**src/rtl/decode_execute_pipeline_register_pkg.sv**
```systemverilog
// Shared definitions for the pipeline boundary registers.
// The control bundle is reused by the later execute/memory and
// memory/writeback registers, so its field order must not change.
package decode_execute_pipeline_register_pkg;

  localparam logic [3:0] PC_REGISTER       = 4'd15;
  localparam int         REG_ADDRESS_WIDTH = 4;
  localparam int         ALU_CONTROL_WIDTH = 2;
  localparam int         FLAG_WRITE_WIDTH  = 2;
  localparam int         CONDITION_WIDTH   = 4;

  typedef struct packed {
    logic                         reg_write;
    logic                         mem_write;
    logic                         mem_to_reg;
    logic                         alu_src;
    logic                         branch;
    logic [ALU_CONTROL_WIDTH-1:0] alu_control;
    logic [FLAG_WRITE_WIDTH-1:0]  flag_write;
    logic [CONDITION_WIDTH-1:0]   condition;
  } control_bundle_t;

  // An all-zero bundle writes nothing and never branches, so it is a safe bubble.
  localparam control_bundle_t CONTROL_BUBBLE = '0;

  // True when the writeback in flight targets this source register.
  // R15 is served by the PC path and is never forwarded here.
  function automatic logic bypass_match(
    input logic                         wb_write_enable,
    input logic [REG_ADDRESS_WIDTH-1:0] wb_write_address,
    input logic [REG_ADDRESS_WIDTH-1:0] read_address
  );
    return wb_write_enable
        && (wb_write_address == read_address)
        && (read_address != PC_REGISTER);
  endfunction

endpackage

```
**src/rtl/decode_execute_pipeline_register_operand_capture_slot.sv**
```systemverilog
// One read-port slot of the decode/execute register: the source address and
// the operand value, with a writeback bypass that also keeps a stalled
// operand fresh while the instruction waits in this stage.
module operand_capture_slot
  import decode_execute_pipeline_register_pkg::*;
#(
  parameter int W = 32
) (
  input  logic                         clk,
  input  logic                         reset_asynchronous,
  input  logic                         stall,
  input  logic                         flush,
  input  logic [REG_ADDRESS_WIDTH-1:0] inp_read_address,
  input  logic [W-1:0]                 inp_read_data,
  input  logic                         inp_wb_write_enable,
  input  logic [REG_ADDRESS_WIDTH-1:0] inp_wb_write_address,
  input  logic [W-1:0]                 inp_wb_write_data,
  output logic [REG_ADDRESS_WIDTH-1:0] out_read_address,
  output logic [W-1:0]                 out_read_data
);

  logic [REG_ADDRESS_WIDTH-1:0] compare_address;
  logic                         bypass_hit;
  logic [W-1:0]                 load_data;

  // While stalled the held address is the one that matters; otherwise the incoming one.
  always_comb begin
    compare_address = stall ? out_read_address : inp_read_address;
    bypass_hit      = bypass_match(inp_wb_write_enable, inp_wb_write_address, compare_address);
    load_data       = bypass_hit ? inp_wb_write_data : inp_read_data;
  end

  // Flush clears, stall holds but still accepts a matching writeback, otherwise load.
  always_ff @(posedge clk or posedge reset_asynchronous) begin
    if (reset_asynchronous) begin
      out_read_address <= '0;
      out_read_data    <= '0;
    end else if (flush) begin
      out_read_address <= '0;
      out_read_data    <= '0;
    end else if (stall) begin
      if (bypass_hit) begin
        out_read_data <= inp_wb_write_data;
      end
    end else begin
      out_read_address <= inp_read_address;
      out_read_data    <= load_data;
    end
  end

endmodule

```
**src/rtl/decode_execute_pipeline_register.sv**
```systemverilog
// Decode/execute pipeline boundary. Operands go through two capture slots
// that carry the writeback bypass; the immediate, destination, control bundle
// and valid bit are plain load/hold/flush registers kept here.
module decode_execute_pipeline_register
  import decode_execute_pipeline_register_pkg::*;
#(
  parameter int W = 32
) (
  input  logic                         clk,
  input  logic                         reset_asynchronous,
  input  logic                         stall,
  input  logic                         flush,
  input  logic [3:0]                   inp_read_address0,
  input  logic [3:0]                   inp_read_address1,
  input  logic [W-1:0]                 inp_read_data0,
  input  logic [W-1:0]                 inp_read_data1,
  input  logic [3:0]                   inp_write_address,
  input  logic [W-1:0]                 inp_extended_immediate,
  input  logic                         inp_reg_write,
  input  logic                         inp_mem_write,
  input  logic                         inp_mem_to_reg,
  input  logic                         inp_alu_src,
  input  logic                         inp_branch,
  input  logic [ALU_CONTROL_WIDTH-1:0] inp_alu_control,
  input  logic [FLAG_WRITE_WIDTH-1:0]  inp_flag_write,
  input  logic [CONDITION_WIDTH-1:0]   inp_condition,
  input  logic                         inp_wb_write_enable,
  input  logic [3:0]                   inp_wb_write_address,
  input  logic [W-1:0]                 inp_wb_write_data,
  output logic [3:0]                   out_read_address0,
  output logic [3:0]                   out_read_address1,
  output logic [W-1:0]                 out_read_data0,
  output logic [W-1:0]                 out_read_data1,
  output logic [3:0]                   out_write_address,
  output logic [W-1:0]                 out_extended_immediate,
  output logic                         out_reg_write,
  output logic                         out_mem_write,
  output logic                         out_mem_to_reg,
  output logic                         out_alu_src,
  output logic                         out_branch,
  output logic [ALU_CONTROL_WIDTH-1:0] out_alu_control,
  output logic [FLAG_WRITE_WIDTH-1:0]  out_flag_write,
  output logic [CONDITION_WIDTH-1:0]   out_condition,
  output logic                         out_valid
);

  control_bundle_t control_in;
  control_bundle_t control_q;

  operand_capture_slot #(.W(W)) slot0 (
    .clk                  (clk),
    .reset_asynchronous   (reset_asynchronous),
    .stall                (stall),
    .flush                (flush),
    .inp_read_address     (inp_read_address0),
    .inp_read_data        (inp_read_data0),
    .inp_wb_write_enable  (inp_wb_write_enable),
    .inp_wb_write_address (inp_wb_write_address),
    .inp_wb_write_data    (inp_wb_write_data),
    .out_read_address     (out_read_address0),
    .out_read_data        (out_read_data0)
  );

  operand_capture_slot #(.W(W)) slot1 (
    .clk                  (clk),
    .reset_asynchronous   (reset_asynchronous),
    .stall                (stall),
    .flush                (flush),
    .inp_read_address     (inp_read_address1),
    .inp_read_data        (inp_read_data1),
    .inp_wb_write_enable  (inp_wb_write_enable),
    .inp_wb_write_address (inp_wb_write_address),
    .inp_wb_write_data    (inp_wb_write_data),
    .out_read_address     (out_read_address1),
    .out_read_data        (out_read_data1)
  );

  // Gather the individual decoded control inputs into the shared bundle.
  always_comb begin
    control_in             = CONTROL_BUBBLE;
    control_in.reg_write   = inp_reg_write;
    control_in.mem_write   = inp_mem_write;
    control_in.mem_to_reg  = inp_mem_to_reg;
    control_in.alu_src     = inp_alu_src;
    control_in.branch      = inp_branch;
    control_in.alu_control = inp_alu_control;
    control_in.flag_write  = inp_flag_write;
    control_in.condition   = inp_condition;
  end

  // Non-operand state: a flush bubble must clear every write enable and the valid bit.
  always_ff @(posedge clk or posedge reset_asynchronous) begin
    if (reset_asynchronous) begin
      out_write_address      <= '0;
      out_extended_immediate <= '0;
      control_q              <= CONTROL_BUBBLE;
      out_valid              <= 1'b0;
    end else if (flush) begin
      out_write_address      <= '0;
      out_extended_immediate <= '0;
      control_q              <= CONTROL_BUBBLE;
      out_valid              <= 1'b0;
    end else if (!stall) begin
      out_write_address      <= inp_write_address;
      out_extended_immediate <= inp_extended_immediate;
      control_q              <= control_in;
      out_valid              <= 1'b1;
    end
  end

  assign out_reg_write   = control_q.reg_write;
  assign out_mem_write   = control_q.mem_write;
  assign out_mem_to_reg  = control_q.mem_to_reg;
  assign out_alu_src     = control_q.alu_src;
  assign out_branch      = control_q.branch;
  assign out_alu_control = control_q.alu_control;
  assign out_flag_write  = control_q.flag_write;
  assign out_condition   = control_q.condition;

endmodule

```
**config.mk**
```make
export PLATFORM = sky130hd
export DESIGN_NAME = decode_execute_pipeline_register
export DESIGN_NICKNAME = d
export VERILOG_FILES = /design/src/rtl/decode_execute_pipeline_register_pkg.sv /design/src/rtl/decode_execute_pipeline_register_operand_capture_slot.sv /design/src/rtl/decode_execute_pipeline_register.sv
export SDC_FILE = /design/constraint.sdc
export NUM_CORES = 1
export LEC_CHECK = 0
export ABC_AREA = 1
export BUFFER_PORTS_ARGS = -buffer_cell sky130_fd_sc_hd__buf_2
export CAP_MARGIN = 20
export CORE_ASPECT_RATIO = 1.2
export CORE_UTILIZATION = 47
export CTS_CLUSTER_SIZE = 25
export DETAILED_ROUTE_END_ITERATION = 10
export GPL_TIMING_DRIVEN = 0
export MAX_ROUTING_LAYER = met4
export PLACE_DENSITY = 0.81
export SLEW_MARGIN = 10
export SYNTH_ARGS = -nofsm -noshare
export SYNTH_HDL_FRONTEND = slang
export SYNTH_SLANG_ARGS = --single-unit
```
**constraint.sdc**
```tcl
create_clock -name clk -period 5.9 [get_ports clk]
set_clock_uncertainty 0.15 [all_clocks]
set_input_delay 1.18 -clock clk [delete_from_list [all_inputs] [get_ports clk]]
set_output_delay 1.18 -clock clk [all_outputs]
set_load 0.03 [all_outputs]
```
==> run metrics, run 1 <==
synthesized area per cell=7.60 um^2; Clock Latency Late Sink=0.41 ns; syn_nets=943; busiest grt layer=met2; GRT Total Usage=29.4%; Yosys reg bits=122; First-pass DRT Iterations=4; Max-slew headroom=61.9%; RSZ-0062 raised after global routing=no; total clock sinks=122; CTS root buffer=clkbuf_16; most common cell after layout, fill and taps aside=buf_2; Max FO, Critical Path=10; Worst setup EP type=register; period utilization=47.2%; Comb power frac=18.9%; Ports=284; Worst Slack Setup Final=3.12 ns; layout cell share with drive strength beyond 1=32.0%; status=finished, final reports clean; Setup Viol. Count Final=0; fin area=8160 um^2; GRT met1 Usage=33.1%; pin count of the biggest net entering global routing=70; initial antenna violation count=1; net load switching power=0.747 mW; synthesized area=5930 um^2; total internal power=1.64 mW; Clock Tree Buf Depth=2; Critical Path RT=6.05 ns; Hold Path Class=register to register; row count=44; WHS=0.325 ns; most frequent cells in the layout=304 x buf_2, 282 x nand2_1, 122 x inv_1, 122 x dfrtp_1, 106 x nand3_1; Reg2Reg Depth=11; global-route wire length before repair=29200 um; Post-CTS Setup Repair Bufs=0; Total Power=2.39 mW; vias per inst=4.93; adder-cell share of the synthesized area=0%; most used cell, CP=nand2_1; Final nets=1246; Area growth syn-to-layout=37.5%; M2 GR Usage=51.7%; mux cell area share after synthesis=0%; Worst Tran Pin Value=0.571 ns; die area=13100 um^2; post-route ant nets=0; cells after synthesis=781; crit path to=slot0.out_read_data[13]; H-tree lvl count=4; max cap viols=0; main combinational cell family by area after synthesis=simple AND/OR/NAND/NOR gates; startpoint types=input port; sequential fraction of the synthesis area=51.4%; Initial Utilization=48.6%; CTS resizes=0; Hold Buf Count CTS=0; min Tclk post-route=2.78 ns; core box area=12200 um^2; Synth Area in Compound Gates=5.06%; dpl ws=2.68 ns; DRC viols=0; Worst R2R Start=slot0.out_read_address[1]; global route total overflow=0; pwr dens=292 nW/um^2; worst setup path startpoint=stall; Worst R2R End=slot0.out_read_data[13]; Die Y=125 um; critical path's largest stage delay=0.39 ns; vias=6212; Post-Synth XOR/XNOR Area=0.148%; TritonCTS Buffers=17; slowest CP cell=nor2_1; CP arrival=2.94 ns; GPL Wtd Cong=0.884; Post-Synth Simple-Gate Area=31.8%; Worst-path clk slew=0.06 ns; f_max=359 MHz; CP cell instances=buf_2 -> buf_4 -> nand2_1 -> nand2_1 -> nand2_1 -> nand2_1 -> nand3_1 -> nor2_1 -> nor2_1 -> buf_2 -> nand2_1 -> nand3_1 -> nand2_1; PortBufs=283; die width=105 um; Distinct cells, synth=21; Detailed Route WL=18200 um; R2R Setup Slk=3.78 ns; Seq pwr share=39.0%; path type of the worst setup path=input port to register; CTS tree=yes; clock power share=42.1%; Yosys warning count=0; routed length per instance=14.5 um; post-DP HPWL=13900 um; met3 Usage GRT=5.37%; initial DRC count=357; vias in the first global route=6069; fin. max-slew vios=0; Max VDD drop=0.166 mV; largest registers=out_extended_immediate x32, slot0.out_read_data x32, slot1.out_read_data x32; switching part of the total=31.3%; final hold vios=0; Placed Area=7580 um^2; P_leak=5.00 nW
-- how the worst min path moves through the flow --
| stage | from | to | slack, ns | cells after the start |
|---|---|---|---|---|
| 5_1_grt | slot0.out_read_data[9] | slot0.out_read_data[9] | 0.35 | 2 |
| 4_1_cts | slot0.out_read_data[12] | slot0.out_read_data[12] | 0.33 | 2 |
| 3_5_place_dp | slot0.out_read_data[15] | slot0.out_read_data[15] | 0.31 | 2 |
| 2_1_floorplan | slot0.out_read_data[15] | slot0.out_read_data[15] | 0.51 | 2 |
| 3_3_place_gp | slot0.out_read_data[12] | slot0.out_read_data[12] | 0.31 | 2 |
| 6_report | slot0.out_read_data[22] | slot0.out_read_data[22] | 0.33 | 2 |
-- worst max-delay path: cells and delay by family --
kind	cells	cell delay (ns)
buffers and inverters	3	0.59
and+or+nand+nor	10	1.14
-- cell usage after synthesis --
master | number | share of area, %
nand2_1 | 282 | 18
inv_1 | 123 | 7.8
dfrtp_1 | 122 | 51
nand3_1 | 106 | 8.9
o21ai_0 | 49 | 4.1
nand3b_1 | 32 | 4.0
buf_2 | 21 | 1.8
clkbuf_1 | 16 | 1.0
nor2_1 | 8 | 0.51
a21oi_1 | 6 | 0.51
buf_4 | 5 | 0.63
nor2_2 | 2 | 0.21
a21boi_1 | 1 | 0.13
a21oi_2 | 1 | 0.15
buf_1 | 1 | 0.063
buf_6 | 1 | 0.19
inv_2 | 1 | 0.063
nor2_4 | 1 | 0.19
o21ai_2 | 1 | 0.15
or2_2 | 1 | 0.11
xor2_1 | 1 | 0.15
-- metal layers --
layer | vias to the layer above | wire [um]
met5 | - | 0
met4 | 0 | 563
met3 | 45 | 1190
met2 | 274 | 9210
met1 | 2878 | 7240
li1 | 3015 | -
-- power groups by stage --
stage          sequential, mW  clock, mW  combinational (mW)
2_1_floorplan            1.06          0               0.155
3_3_place_gp            0.943          0               0.442
3_5_place_dp            0.943          0               0.452
4_1_cts                 0.930       1.02               0.453
5_1_grt                 0.936       1.06               0.490
6_report                0.931       1.01               0.451
-- cell families (layout without fill, tap and decap cells) --
group,count (synthesis),count (layout)
compound gates,58,58
xor+xnor,1,1
simple gates,432,432
flops,122,122
buf+inv,168,484
other cells,0,1
-- final cells by class --
| class | instances | area, um^2 |
|---|---|---|
| inverter | 124 | 470 |
| fill | 1112 | 4060 |
| buffer | 44 | 218 |
| clock buffer | 18 | 439 |
| sequential | 122 | 3050 |
| multi-input combinational | 491 | 2200 |
| timing repair buffer | 284 | 1440 |
| tap | 161 | 201 |
| antenna | 1 | 2.50 |
| clock inverter | 14 | 135 |
-- per-stage QoR --
| stage | utilization, % | instances | setup TNS, ns |
|---|---|---|---|
| 3_3_place_gp | 61.8 | 1225 | -13.36 |
| 3_5_place_dp | 62.1 | 1226 | 0 |
| 2_1_floorplan | - | 781 | 0 |
| 4_1_cts | 66.8 | 1258 | 0 |
| 6_report | 66.8 | 1259 | 0 |
| 5_1_grt | 66.8 | 1259 | 0 |
Note: power is estimated with default switching activity, not from simulation.
==> run 2: changes to the inputs <==
- CORE_UTILIZATION: 47 -> 42
- PLACE_DENSITY: 0.81 -> 0.77
- clock period: 5.9 -> 2.5 ns (I/O delays scaled with it)
==> run metrics, run 2 (synthesized netlist as in run 1, its figures left out) <==
H-tree lvl count=4; die area=14600 um^2; fin. max-slew vios=0; total clock sinks=122; Max-slew headroom=57.7%; CTS tree=yes; core box area=13800 um^2; Max VDD drop=0.473 mV; post-route ant nets=0; initial antenna violation count=4; net load switching power=1.69 mW; pwr dens=685 nW/um^2; Worst setup EP type=register; post-DP HPWL=14000 um; WHS=0.183 ns; Area growth syn-to-layout=38.5%; path type of the worst setup path=input port to register; Setup Viol. Count Final=0; global route total overflow=0; GPL Wtd Cong=0.928; vias=6029; global-route wire length before repair=28700 um; Worst Path Buf+Inv=3; RSZ-0062 raised after global routing=no; routed length per instance=14.1 um; most common cell after layout, fill and taps aside=buf_2; CP cell instances=buf_2 -> buf_4 -> nand2_1 -> nand2_1 -> xor2_1 -> nand2_1 -> nor2_1 -> nor2_1 -> buf_2 -> nand2_1 -> nand3_1 -> nand2_1; Ports=284; Total Power=5.63 mW; Final nets=1249; slowest CP cell=nor2_1; critical path's largest stage delay=0.37 ns; initial DRC count=473; row count=47; Worst Tran Pin Value=0.635 ns; GRT Total Usage=25.7%; Hold Path Class=input port to register; Top delay family on crit path=simple AND/OR/NAND/NOR gates; total internal power=3.94 mW; pin count of the biggest net entering global routing=38; P_leak=5.00 nW; status=finished, final reports clean; Max FO, Critical Path=10; most used cell, CP=nand2_1; layout cell share with drive strength beyond 1=31.9%; final hold vios=0; CTS resizes=0; CTS root buffer=clkbuf_16; largest registers=out_extended_immediate x32, slot0.out_read_data x32, slot1.out_read_data x32; startpoint types=input port; Post-CTS Setup Repair Bufs=0; Critical Path RT=2.65 ns; Seq pwr share=39.0%; max cap viols=0; switching part of the total=30.0%; min Tclk post-route=2.05 ns; Detailed Route WL=18000 um; vias in the first global route=5706; PortBufs=283; vias per inst=4.73; Initial Utilization=42.9%; fin util=59.5%; clock power share=42.1%; period utilization=82.1%; Comb power frac=18.9%; die width=111 um; DRC viols=0; Clock Latency Late Sink=0.41 ns; Setup TNS Final=0 ns; First-pass DRT Iterations=5; TritonCTS Buffers=17; Clock Tree Buf Depth=2; f_max=487 MHz; Worst-path clk slew=0.05 ns; Die Y=132 um; most frequent cells in the layout=304 x buf_2, 282 x nand2_1, 122 x inv_1, 122 x dfrtp_1, 106 x nand3_1; CP arrival=2.20 ns
-- run 2: stage by stage --
stage | cell area, um^2 | std cells | setup slack [ns]
floorplan | 5940 | 781 | 0.353
global placement | 7570 | 1235 | -0.477
detailed placement | 7630 | 1238 | 0.0418
CTS | 8210 | 1270 | 0.460
global route | 8220 | 1274 | 0.304
finish | 8220 | 1274 | 0.448
-- run 2: repair_timing --
item | 4_1_cts | 5_1_grt
setup endpoints to repair | 0 | 0
hold buffers | 1 | 0
endpoints found under the hold margin | 16 | 0
-- run 2: layout make-up --
type	instances	area (um^2)
inverters	124	469
repair buffers	287	1490
diodes	4	10.0
flip-flops and latches	122	3050
multi-input cells	491	2200
clock buffers	19	443
clock inverters	12	126
well taps	171	214
plain buffers	44	218
fillers	1298	5600
-- run 2: worst paths after layout --
kind | cells after the start | endpoint | slack (ns) | startpoint
max | 12 | slot0.out_read_data[14] | 0.45 | stall
min reg2reg | 2 | slot0.out_read_data[18] | 0.32 | slot0.out_read_data[18]
max reg2reg | 10 | slot0.out_read_data[14] | 0.47 | slot0.out_read_address[2]
max in group asynchronous | 5 | slot1.out_read_data[14] | 0.92 | reset_asynchronous
min | 3 | out_extended_immediate[9] | 0.18 | inp_extended_immediate[9]
min in group asynchronous | 3 | out_extended_immediate[16] | 0.50 | reset_asynchronous
-- run 2: power groups by stage --
stage	clock network (mW)	logic [mW]	registers, mW
finish	2.37	1.06	2.20
global placement	0	1.04	2.23
CTS	2.40	1.07	2.20
global route	2.50	1.16	2.21
detailed placement	0	1.07	2.23
floorplan	0	0.366	2.51
-- run 2: metal layers --
metal | vias to the layer above | part of all wire, % | global-route usage (%)
li1 | 3010 | - | -
met1 | 2762 | 41 | 30.3
met2 | 222 | 50 | 42.5
met3 | 35 | 6.0 | 5.89
met4 | 0 | 2.7 | 10.6
met5 | - | 0 | -
-- run 2: tightest hold or removal path, cell delays in order --
cell     delay (ns)
buf_2          0.09
inv_1          0.03
o21ai_0        0.07
==> run 3: changes to the inputs <==
- CORE_UTILIZATION: 42 -> 47
- PLACE_DENSITY: 0.77 -> 0.81
- clock period: 2.5 -> 1.9 ns (I/O delays scaled with it)
==> run metrics, run 3 (synthesized netlist as in run 1, its figures left out) <==
period utilization=98.4%; row count=44; Worst Tran Pin Value=0.618 ns; path type of the worst setup path=register to register; CP arrival=2.07 ns; Die Y=125 um; Max VDD drop=0.428 mV; R2R Setup Slk=0.03 ns; final hold vios=0; Worst R2R Start=slot0.out_read_address[0]; CTS tree=yes; Worst R2R End=slot0.out_read_data[3]; Worst setup EP type=register; Ports=284; Max-slew headroom=58.8%; Total Power=8.08 mW; fin. max-slew vios=0; most frequent cells in the layout=289 x buf_2, 272 x nand2_1, 122 x inv_1, 122 x dfrtp_1, 93 x nand3_1; initial DRC count=400; f_max=535 MHz; global-route wire length before repair=30200 um; startpoint types=register; First-pass DRT Iterations=5; Hold Path Class=input port to register; pin count of the biggest net entering global routing=38; post-route ant nets=0; Max FO, Critical Path=6; Clock Latency Late Sink=0.42 ns; min Tclk post-route=1.87 ns; Setup Viol. Count Final=0; Placed Cells=1228; fin area=8710 um^2; Reg2Reg Depth=13; TritonCTS Buffers=17; largest registers=out_extended_immediate x32, slot0.out_read_data x32, slot1.out_read_data x32; dpl ws=-0.526 ns; GPL Wtd Cong=0.907; Worst Slack Setup Final=0.0301 ns; layout cell share with drive strength beyond 1=35.6%; final non-filler cell total=1278; status=finished, final reports clean; vias in the first global route=6161; RSZ-0062 raised after global routing=yes; P_leak=5.21 nW; routed length per instance=15.3 um; Placed Area=7620 um^2; most common cell after layout, fill and taps aside=buf_2; Final nets=1265; die width=105 um; Area growth syn-to-layout=46.8%; max cap viols=0; H-tree lvl count=4; CTS root buffer=clkbuf_16; worst hold endpoint=out_extended_immediate[16]; Detailed Route WL=19600 um; post-DP HPWL=14100 um; pwr dens=928 nW/um^2; die area=13100 um^2; global route total overflow=0; fin util=71.3%; vias=6335; PortBufs=283; vias per inst=4.96; Initial Utilization=48.6%; hold_sp=inp_extended_immediate[16]; initial antenna violation count=1; hold depth=3; Critical Path RT=2.10 ns; DRC viols=0; Worst-path clk slew=0.06 ns; GRT Total Usage=30.6%; total clock sinks=122; Clock Tree Buf Depth=2; core box area=12200 um^2
## run 3: cell count changes in the layout (fill, tap and decap cells not counted), sizes merged
cell	change
clkbuf	+1
clkinv	-1
bufinv	+3
diode	-3
inv	+5
clkinvlp	-4
buf	+13
## run 3: timing repair
action	4_1_cts	5_1_grt
hold endpoints to repair	24	0
hold buffers	1	0
cloned	0	7
setup endpoints to repair	42	61
pin swaps	1	19
buffers inserted	0	10
resized for setup	10	80
## run 3: worst max-delay path, cell delays in order, from the launching register on
cell and delay [ns]:
dfrtp_1 0.38, inv_1 0.06, nand2_1 0.08, nand2_2 0.09, nand2_1 0.06, nand2_2 0.07, nand3_4 0.10, nor2_4 0.16
nor2_4 0.07, nor2_4 0.13, buf_12 0.15, buf_6 0.12, nand3_1 0.08, nand2_1 0.07
## run 3: worst max-delay path by stage
stage	from	end	slack, ns	cells after the start
global placement	reset_asynchronous	slot0.out_read_data[1]	-0.93	2
global route	slot0.out_read_address[2]	slot0.out_read_data[3]	-0.07	11
detailed placement	stall	slot0.out_read_data[2]	-0.53	13
finish	slot0.out_read_address[0]	slot0.out_read_data[3]	0.03	13
floorplan	reset_asynchronous	out_alu_control[0]	-0.13	1
CTS	slot0.out_read_address[0]	slot0.out_read_data[29]	-0.02	12
## run 3: layout make-up
type / count / area (um^2)
antenna: 1 / 2.50
buffer: 43 / 307
clock buffer: 17 / 425
clock inverter: 15 / 239
fill: 1009 / 3510
inverter: 124 / 469
multi-input combinational: 491 / 2360
sequential: 122 / 3050
tap: 161 / 201
timing repair buffer: 304 / 1660
## run 3: per-layer routing
metal  global-route usage [%]  up-vias  share of wire, %
li1                         -     3051                 -
met1                     34.3     2920                39
met2                     53.0      308                51
met3                     6.20       56               6.8
met4                     12.6        0               3.2
met5                        -        -                 0
## run 3: stage by stage
stage | setup TNS (ns) | hold slack [ns]
after floorplan | -15.53 | 0.375
after global placement | -137.78 | 0.307
after detailed placement | -29.55 | 0.311
after CTS | -0.249 | 0.0431
after global routing | -1.69 | 0.0596
final | 0 | 0.0476
## run 3: power by group
| group | internal [mW] | leakage, nW | switching [mW] |
|---|---|---|---|
| Sequential | 2.79 | 1.60 | 0.104 |
| Combinational | 0.525 | 3.29 | 1.02 |
| Clock | 2.36 | 0.321 | 1.29 |
